### config.mk
export PLATFORM = sky130hd
export DESIGN_NAME = pipeline_ctrl_flat
export DESIGN_NICKNAME = d
export VERILOG_FILES = /design/src/rtl/pipeline_ctrl_pkg.sv /design/src/rtl/pipeline_ctrl_if.sv /design/src/rtl/pipeline_ctrl_hazard_detect.sv /design/src/rtl/pipeline_ctrl.sv /design/src/flat_wrapper.sv
export SDC_FILE = /design/constraint.sdc
export NUM_CORES = 1
export LEC_CHECK = 0
export ABC_AREA = 1
export CAP_MARGIN = 20
export CORE_AREA = 8 8 71 89
export DETAILED_ROUTE_END_ITERATION = 10
export DIE_AREA = 0 0 79 97
export GPL_ROUTABILITY_DRIVEN = 0
export SLEW_MARGIN = 20
export SYNTH_ARGS = -nofsm -noshare
export SYNTH_HDL_FRONTEND = slang
export SYNTH_SLANG_ARGS = --single-unit
### constraint.sdc
create_clock -name clk -period 2.63 [get_ports clk]
set_input_delay 0.526 -clock clk [delete_from_list [all_inputs] [get_ports clk]]
set_output_delay 0.526 -clock clk [all_outputs]
set_load 0.05 [all_outputs]
### src/rtl/pipeline_ctrl_pkg.sv
// Shared encodings for the pipeline stall/flush scheduler.
package pipeline_ctrl_pkg;

  localparam int REG_W = 4;
  localparam logic [REG_W-1:0] REG_ZERO = 4'd0;

  typedef enum logic [1:0] {
    RUN      = 2'd0,
    MEM_WAIT = 2'd1,
    DRAIN    = 2'd2,
    HALTED   = 2'd3
  } state_t;

  typedef enum logic [1:0] {
    BR_NONE = 2'd0,
    BR_B    = 2'd1,
    BR_BR   = 2'd2,
    BR_HLT  = 2'd3
  } br_t;

  // r0 is hardwired zero, so a write to it never creates a dependency.
  function automatic logic reg_match(input logic [REG_W-1:0] src, input logic [REG_W-1:0] dst);
    return (dst != REG_ZERO) && (src == dst);
  endfunction

endpackage

### src/rtl/pipeline_ctrl_if.sv
// Decode/EX/MEM status in, PC and pipeline-register controls out.
interface pipeline_ctrl_if import pipeline_ctrl_pkg::*; #(parameter int CNT_W = 16);

  logic [REG_W-1:0] id_srcreg1;
  logic [REG_W-1:0] id_srcreg2;
  logic             id_uses1;
  logic             id_uses2;
  logic [1:0]       id_branch;
  logic             id_taken;
  logic [REG_W-1:0] ex_dstreg;
  logic             ex_regwrite;
  logic             ex_memread;
  logic             ex_setsflags;
  logic [REG_W-1:0] mem_dstreg;
  logic             mem_regwrite;
  logic             imem_busy;
  logic             dmem_busy;

  logic             pc_write;
  logic             ifid_write;
  logic             ifid_flush;
  logic             idex_flush;
  logic             pipe_hold;
  logic             halted;
  logic [CNT_W-1:0] stall_cnt;

  modport master (
    output id_srcreg1, id_srcreg2, id_uses1, id_uses2, id_branch, id_taken,
           ex_dstreg, ex_regwrite, ex_memread, ex_setsflags,
           mem_dstreg, mem_regwrite, imem_busy, dmem_busy,
    input  pc_write, ifid_write, ifid_flush, idex_flush, pipe_hold, halted, stall_cnt
  );

  modport slave (
    input  id_srcreg1, id_srcreg2, id_uses1, id_uses2, id_branch, id_taken,
           ex_dstreg, ex_regwrite, ex_memread, ex_setsflags,
           mem_dstreg, mem_regwrite, imem_busy, dmem_busy,
    output pc_write, ifid_write, ifid_flush, idex_flush, pipe_hold, halted, stall_cnt
  );

endinterface

### src/rtl/pipeline_ctrl_hazard_detect.sv
// Combinational decode-stage hazard terms against the EX and MEM destinations.
module hazard_detect import pipeline_ctrl_pkg::*; (
  input  logic [REG_W-1:0] id_srcreg1_i,
  input  logic [REG_W-1:0] id_srcreg2_i,
  input  logic             id_uses1_i,
  input  logic             id_uses2_i,
  input  logic [1:0]       id_branch_i,
  input  logic [REG_W-1:0] ex_dstreg_i,
  input  logic             ex_regwrite_i,
  input  logic             ex_memread_i,
  input  logic             ex_setsflags_i,
  input  logic [REG_W-1:0] mem_dstreg_i,
  input  logic             mem_regwrite_i,
  output logic             load_use_o,
  output logic             flag_haz_o,
  output logic             br_haz_o
);

  logic is_b;
  logic is_br;

  assign is_b  = (id_branch_i == BR_B);
  assign is_br = (id_branch_i == BR_BR);

  assign load_use_o = ex_memread_i & ex_regwrite_i &
                      ((id_uses1_i & reg_match(id_srcreg1_i, ex_dstreg_i)) |
                       (id_uses2_i & reg_match(id_srcreg2_i, ex_dstreg_i)));

  assign flag_haz_o = (is_b | is_br) & ex_setsflags_i;

  // BR resolves in decode, so its target register must already be past MEM.
  assign br_haz_o = is_br &
                    ((ex_regwrite_i  & reg_match(id_srcreg1_i, ex_dstreg_i)) |
                     (mem_regwrite_i & reg_match(id_srcreg1_i, mem_dstreg_i)));

endmodule

### src/rtl/pipeline_ctrl.sv
// Stall/flush scheduler: hazard stalls, memory freezes, halt draining, stall counter.
module pipeline_ctrl import pipeline_ctrl_pkg::*; #(
  parameter int HALT_DRAIN = 3,
  parameter int CNT_W      = 16
) (
  input  logic           clk,
  input  logic           rst,
  pipeline_ctrl_if.slave bus
);

  localparam int DRN_W = (HALT_DRAIN > 1) ? $clog2(HALT_DRAIN) : 1;
  localparam logic [DRN_W-1:0] DRAIN_INIT = DRN_W'(HALT_DRAIN - 1);

  state_t           state_q, state_d;
  logic [DRN_W-1:0] drain_q, drain_d;
  logic [CNT_W-1:0] stall_cnt_q, stall_cnt_d;
  logic             stall_cyc;

  logic load_use, flag_haz, br_haz, hazard;
  logic pc_write, ifid_write, ifid_flush, idex_flush, pipe_hold, halted;

  hazard_detect u_hazard_detect (
    .id_srcreg1_i   (bus.id_srcreg1),
    .id_srcreg2_i   (bus.id_srcreg2),
    .id_uses1_i     (bus.id_uses1),
    .id_uses2_i     (bus.id_uses2),
    .id_branch_i    (bus.id_branch),
    .ex_dstreg_i    (bus.ex_dstreg),
    .ex_regwrite_i  (bus.ex_regwrite),
    .ex_memread_i   (bus.ex_memread),
    .ex_setsflags_i (bus.ex_setsflags),
    .mem_dstreg_i   (bus.mem_dstreg),
    .mem_regwrite_i (bus.mem_regwrite),
    .load_use_o     (load_use),
    .flag_haz_o     (flag_haz),
    .br_haz_o       (br_haz)
  );

  assign hazard = load_use | flag_haz | br_haz;

  always_comb begin
    state_d    = state_q;
    drain_d    = drain_q;
    stall_cyc  = 1'b0;
    pc_write   = 1'b0;
    ifid_write = 1'b0;
    ifid_flush = 1'b0;
    idex_flush = 1'b0;
    pipe_hold  = 1'b0;
    halted     = 1'b0;

    case (state_q)
      // MEM_WAIT shares the RUN table so the release cycle is not lost.
      RUN, MEM_WAIT: begin
        state_d = RUN;
        if (bus.dmem_busy) begin
          pipe_hold = 1'b1;
          stall_cyc = 1'b1;
          state_d   = MEM_WAIT;
        end else if (bus.id_branch == BR_HLT) begin
          ifid_flush = 1'b1;
          state_d    = DRAIN;
          drain_d    = DRAIN_INIT;
        end else if (hazard) begin
          idex_flush = 1'b1;
          stall_cyc  = 1'b1;
        end else if (bus.id_taken) begin
          pc_write   = 1'b1;
          ifid_flush = 1'b1;
        end else if (bus.imem_busy) begin
          ifid_flush = 1'b1;
        end else begin
          pc_write   = 1'b1;
          ifid_write = 1'b1;
        end
      end
      DRAIN: begin
        ifid_flush = 1'b1;
        idex_flush = 1'b1;
        if (bus.dmem_busy) begin
          pipe_hold = 1'b1;
        end else if (drain_q == '0) begin
          state_d = HALTED;
        end else begin
          drain_d = drain_q - DRN_W'(1);
        end
      end
      default: begin
        pipe_hold = 1'b1;
        halted    = 1'b1;
      end
    endcase

    if (!rst) begin
      pc_write   = 1'b0;
      ifid_write = 1'b0;
      ifid_flush = 1'b1;
      idex_flush = 1'b1;
      pipe_hold  = 1'b0;
      halted     = 1'b0;
    end
  end

  assign stall_cnt_d = (stall_cyc && (stall_cnt_q != '1)) ? stall_cnt_q + CNT_W'(1) : stall_cnt_q;

  always_ff @(posedge clk or negedge rst) begin
    if (!rst) begin
      state_q     <= RUN;
      drain_q     <= '0;
      stall_cnt_q <= '0;
    end else begin
      state_q     <= state_d;
      drain_q     <= drain_d;
      stall_cnt_q <= stall_cnt_d;
    end
  end

  assign bus.pc_write   = pc_write;
  assign bus.ifid_write = ifid_write;
  assign bus.ifid_flush = ifid_flush;
  assign bus.idex_flush = idex_flush;
  assign bus.pipe_hold  = pipe_hold;
  assign bus.halted     = halted;
  assign bus.stall_cnt  = stall_cnt_q;

endmodule

### src/flat_wrapper.sv
// flat-port wrapper written by rule: the top's interface ports become plain ports
module pipeline_ctrl_flat import pipeline_ctrl_pkg::*;
#(
  parameter int HALT_DRAIN = 3,
  parameter int CNT_W      = 16
)
  (clk, rst, bus_id_srcreg1, bus_id_srcreg2, bus_id_uses1, bus_id_uses2, bus_id_branch, bus_id_taken, bus_ex_dstreg, bus_ex_regwrite, bus_ex_memread, bus_ex_setsflags, bus_mem_dstreg, bus_mem_regwrite, bus_imem_busy, bus_dmem_busy, bus_pc_write, bus_ifid_write, bus_ifid_flush, bus_idex_flush, bus_pipe_hold, bus_halted, bus_stall_cnt);
  pipeline_ctrl_if #(.CNT_W(CNT_W)) bus_i ();
  input  logic clk;
  input  logic rst;
  input wire logic [$bits(bus_i.id_srcreg1)-1:0] bus_id_srcreg1;
  input wire logic [$bits(bus_i.id_srcreg2)-1:0] bus_id_srcreg2;
  input wire logic [$bits(bus_i.id_uses1)-1:0] bus_id_uses1;
  input wire logic [$bits(bus_i.id_uses2)-1:0] bus_id_uses2;
  input wire logic [$bits(bus_i.id_branch)-1:0] bus_id_branch;
  input wire logic [$bits(bus_i.id_taken)-1:0] bus_id_taken;
  input wire logic [$bits(bus_i.ex_dstreg)-1:0] bus_ex_dstreg;
  input wire logic [$bits(bus_i.ex_regwrite)-1:0] bus_ex_regwrite;
  input wire logic [$bits(bus_i.ex_memread)-1:0] bus_ex_memread;
  input wire logic [$bits(bus_i.ex_setsflags)-1:0] bus_ex_setsflags;
  input wire logic [$bits(bus_i.mem_dstreg)-1:0] bus_mem_dstreg;
  input wire logic [$bits(bus_i.mem_regwrite)-1:0] bus_mem_regwrite;
  input wire logic [$bits(bus_i.imem_busy)-1:0] bus_imem_busy;
  input wire logic [$bits(bus_i.dmem_busy)-1:0] bus_dmem_busy;
  output wire logic [$bits(bus_i.pc_write)-1:0] bus_pc_write;
  output wire logic [$bits(bus_i.ifid_write)-1:0] bus_ifid_write;
  output wire logic [$bits(bus_i.ifid_flush)-1:0] bus_ifid_flush;
  output wire logic [$bits(bus_i.idex_flush)-1:0] bus_idex_flush;
  output wire logic [$bits(bus_i.pipe_hold)-1:0] bus_pipe_hold;
  output wire logic [$bits(bus_i.halted)-1:0] bus_halted;
  output wire logic [$bits(bus_i.stall_cnt)-1:0] bus_stall_cnt;
  assign bus_i.id_srcreg1 = bus_id_srcreg1;
  assign bus_i.id_srcreg2 = bus_id_srcreg2;
  assign bus_i.id_uses1 = bus_id_uses1;
  assign bus_i.id_uses2 = bus_id_uses2;
  assign bus_i.id_branch = bus_id_branch;
  assign bus_i.id_taken = bus_id_taken;
  assign bus_i.ex_dstreg = bus_ex_dstreg;
  assign bus_i.ex_regwrite = bus_ex_regwrite;
  assign bus_i.ex_memread = bus_ex_memread;
  assign bus_i.ex_setsflags = bus_ex_setsflags;
  assign bus_i.mem_dstreg = bus_mem_dstreg;
  assign bus_i.mem_regwrite = bus_mem_regwrite;
  assign bus_i.imem_busy = bus_imem_busy;
  assign bus_i.dmem_busy = bus_dmem_busy;
  assign bus_pc_write = bus_i.pc_write;
  assign bus_ifid_write = bus_i.ifid_write;
  assign bus_ifid_flush = bus_i.ifid_flush;
  assign bus_idex_flush = bus_i.idex_flush;
  assign bus_pipe_hold = bus_i.pipe_hold;
  assign bus_halted = bus_i.halted;
  assign bus_stall_cnt = bus_i.stall_cnt;
  pipeline_ctrl #(.HALT_DRAIN(HALT_DRAIN), .CNT_W(CNT_W)) u_core (.clk(clk), .rst(rst), .bus(bus_i));
endmodule
==> flow_summary.toml, run 1 <==
[global_routing]
grt_use_total_pct = 10.8
grt_pass1_wl_um = 7030
grt_pass1_vias = 1634
antenna_found_initial = 0
grt_max_degree = 15
grt_remaining_overflow = 0

[setup_path]
crit_arrival_ns = 1.99
slowest_stage = "clkdlybuf4s50_1"
crit_chain = "clkdlybuf4s50_1, inv_1, ha_1, inv_1, nand2_2, nand4_1, nor4_4, buf_12"
critPathMaxFanout = 2
cpMostUsedCell = "inv_1"
cp-start-kind = "input port"
slowest_delay_ns = 0.48
crit_type = "in -> out"
rrSetupSlack_ns = 0.74
critical_path_required_ns = 2.10
reg2reg_depth = 11
crit_path_end_kind = "output pin"

[clocking]
cts_buffer_depth = 2
cts-root-buf = "clkbuf_8"
insertion_delay_ns = 0.26
cts_setup_buffers = 0
cts.sinks = 20
clk_pin_slew_ns = 0.08
cts_buffers = 3
cts_tree = "yes"
htree_levels = 1
ctsHoldBuffers = 0

[flow_run]
cap_violations = 0

[layout]
area_growth_pct = 48.4
utilization_pct = 45.8
diodes = 0
drive_gt1_share_pct = 14.1
fin_nets = 324

[hold_path]
hold_depth = 2
hold_class = "reg -> reg"

[die]
die_area_um2 = 7660
die_y_um = 97
num_rows = 29
io_pins = 51
initial_utilization_pct = 30.9
dieWidth_um = 79
core-area_um2 = 4930

[status]
status = "complete, no violations"

[synth]
yosysTopAreaCell = "dfrtp_1"
synth_top_area_share_pct = 32.8
synth_most_common_cell = "nand2_1"
synthArstFlopShare_pct = 100
synth_area_um2 = 1520
syn_inst = 233
ys_seq_area_share_pct = 32.8
syn_nets = 266
ys_ff_latch = 20
synth.distinct_cells = 27
yosys_warnings = 0
ys.flop_type = "dfrtp_1"
synth-edff-count = 0
postSynthAreaPerCell_um2 = 6.54
ys_top_cells_by_area = "dfrtp_1 33%, nand2_1 18%, inv_1 8.9%, nand3_1 8.5%, nor2_1 5.2%"
synth.cells.most_frequent = "73 x nand2_1, 36 x inv_1, 26 x nand3_1"

[sta]
setup_violations = 0
setup_ws_ns = 0.119
fin_crit_ns = 2.51
rsz0062_at_grt = "true"
timing.slew.headroom_pct = 66.4
slew_violations = 0
hold_viol = 0
post-route-period-util_pct = 95.5
clock.fmax_mhz = 398
worst_pin_slew_ns = 0.503
finalClockSkew_ns = 0.00169

[routing]
drc = 0
drt_iter0_markers = 77
vias_per_cell = 4.59
num_vias = 1616
drt_first_pass_iters = 4
wl_um = 4020
wl_per_cell_um = 11.4
ant_nets = 0

[place]
place_ws_ns = -0.0513
placement.io_buffers = 50
hpwlAfterDp_um = 3420

[power_and_ir_drop]
p_leak_nw = 1.08
power_uw = 811
powerDensity_nw_per_um2 = 358
vdd_drop_max_mv = 0.176
what timing repair did:
action	in CTS	in global routing
resized for setup	13	5
endpoints found under the setup margin	2	3
pin swaps	4	5
state kept, by name, summed over array words and instances (netlist names):
signal,count
u_core.bus.stall_cnt,16
u_core.drain_q,2
u_core.state_q,2
placed cells by master (no fill, tap or decap), types with 2 or more instances in the layout:
| cell type | instances |
|---|---|
| dlygate4sd2_1 | 7 |
| nand2_1 | 72 |
| inv_2 | 7 |
| buf_12 | 7 |
| nand2_2 | 10 |
| nor2_1 | 21 |
| ha_1 | 4 |
| xor2_1 | 4 |
| nand3_1 | 25 |
| buf_4 | 4 |
| nor3_2 | 2 |
| dfrtp_1 | 20 |
| o21ai_0 | 3 |
| nand4_1 | 6 |
| nand3_2 | 2 |
| clkdlybuf4s50_1 | 36 |
| clkbuf_8 | 4 |
| inv_1 | 31 |
| nor3_1 | 8 |
| a21oi_1 | 3 |
| nor2_2 | 2 |
path summary, 6_finish.rpt:
| path | from | end |
|---|---|---|
| setup / recovery | bus_id_branch[0] | bus_ifid_write |
| hold / removal | u_core.bus.stall_cnt[5] | u_core.bus.stall_cnt[5] |
| setup reg to reg | u_core.bus.stall_cnt[0] | u_core.bus.stall_cnt[13] |
| hold reg to reg | u_core.bus.stall_cnt[5] | u_core.bus.stall_cnt[5] |
| max in group asynchronous | rst | u_core.bus.stall_cnt[10] |
| min in group asynchronous | rst | u_core.bus.stall_cnt[15] |
stage by stage:
stage | area [um2] | setup TNS, ns | cells | hold slack (ns)
after global routing | 2260 | -0.00707 | 352 | 0.550
after detailed placement | 2190 | -0.0513 | 348 | 0.492
after global placement | 2190 | -0.00408 | 348 | 0.487
final | 2260 | 0 | 352 | 0.505
after CTS | 2250 | 0 | 352 | 0.510
after floorplan | 1530 | 0 | 233 | 0.230
metal layers:
metal / GRT usage, % / part of all wire, %
met1: 12.2 / 40
met2: 19.3 / 52
met3: 2.04 / 7.2
met4: 3.72 / 0.72
met5: 0 / 0
report_power, final:
| group | switching [mW] | leakage, nW | internal, mW |
|---|---|---|---|
| Clock | 0.103 | 0.0288 | 0.133 |
| Sequential | 0.00577 | 0.265 | 0.322 |
| Combinational | 0.133 | 0.783 | 0.114 |
| Total | 0.242 | 1.08 | 0.569 |
cells by family after synthesis:
kind of cell | synth area share, %
compound gates | 3.69
xor+xnor | 2.87
fa+ha+maj | 3.28
buf+inv | 11.1
flops | 32.8
simple gates | 46.2
critical path, delay by kind of cell:
kind,cells,cell delay [ns]
fa+ha+maj,1,0.26
buf+inv,4,0.75
simple gates,3,0.46
final cells by class:
type | instances | area [um2]
Sequential cell | 20 | 500
Timing Repair Buffer | 55 | 604
Clock buffer | 4 | 55.1
Fill cell | 519 | 2670
Inverter | 38 | 143
Tap cell | 62 | 77.6
Multi-Input combinational cell | 173 | 882
(Power assumes the default switching activity.)
==> inputs of run 2 (changes only) <==
- RECOVER_POWER: not set -> 100
==> results of run 2 <==
Final layout, timing and power as in run 1 (identical DEF).
==> inputs of run 3 (changes only) <==
- TNS_END_PERCENT: not set -> 100
==> results of run 3 <==
Final layout, timing and power as in run 1 (identical DEF).
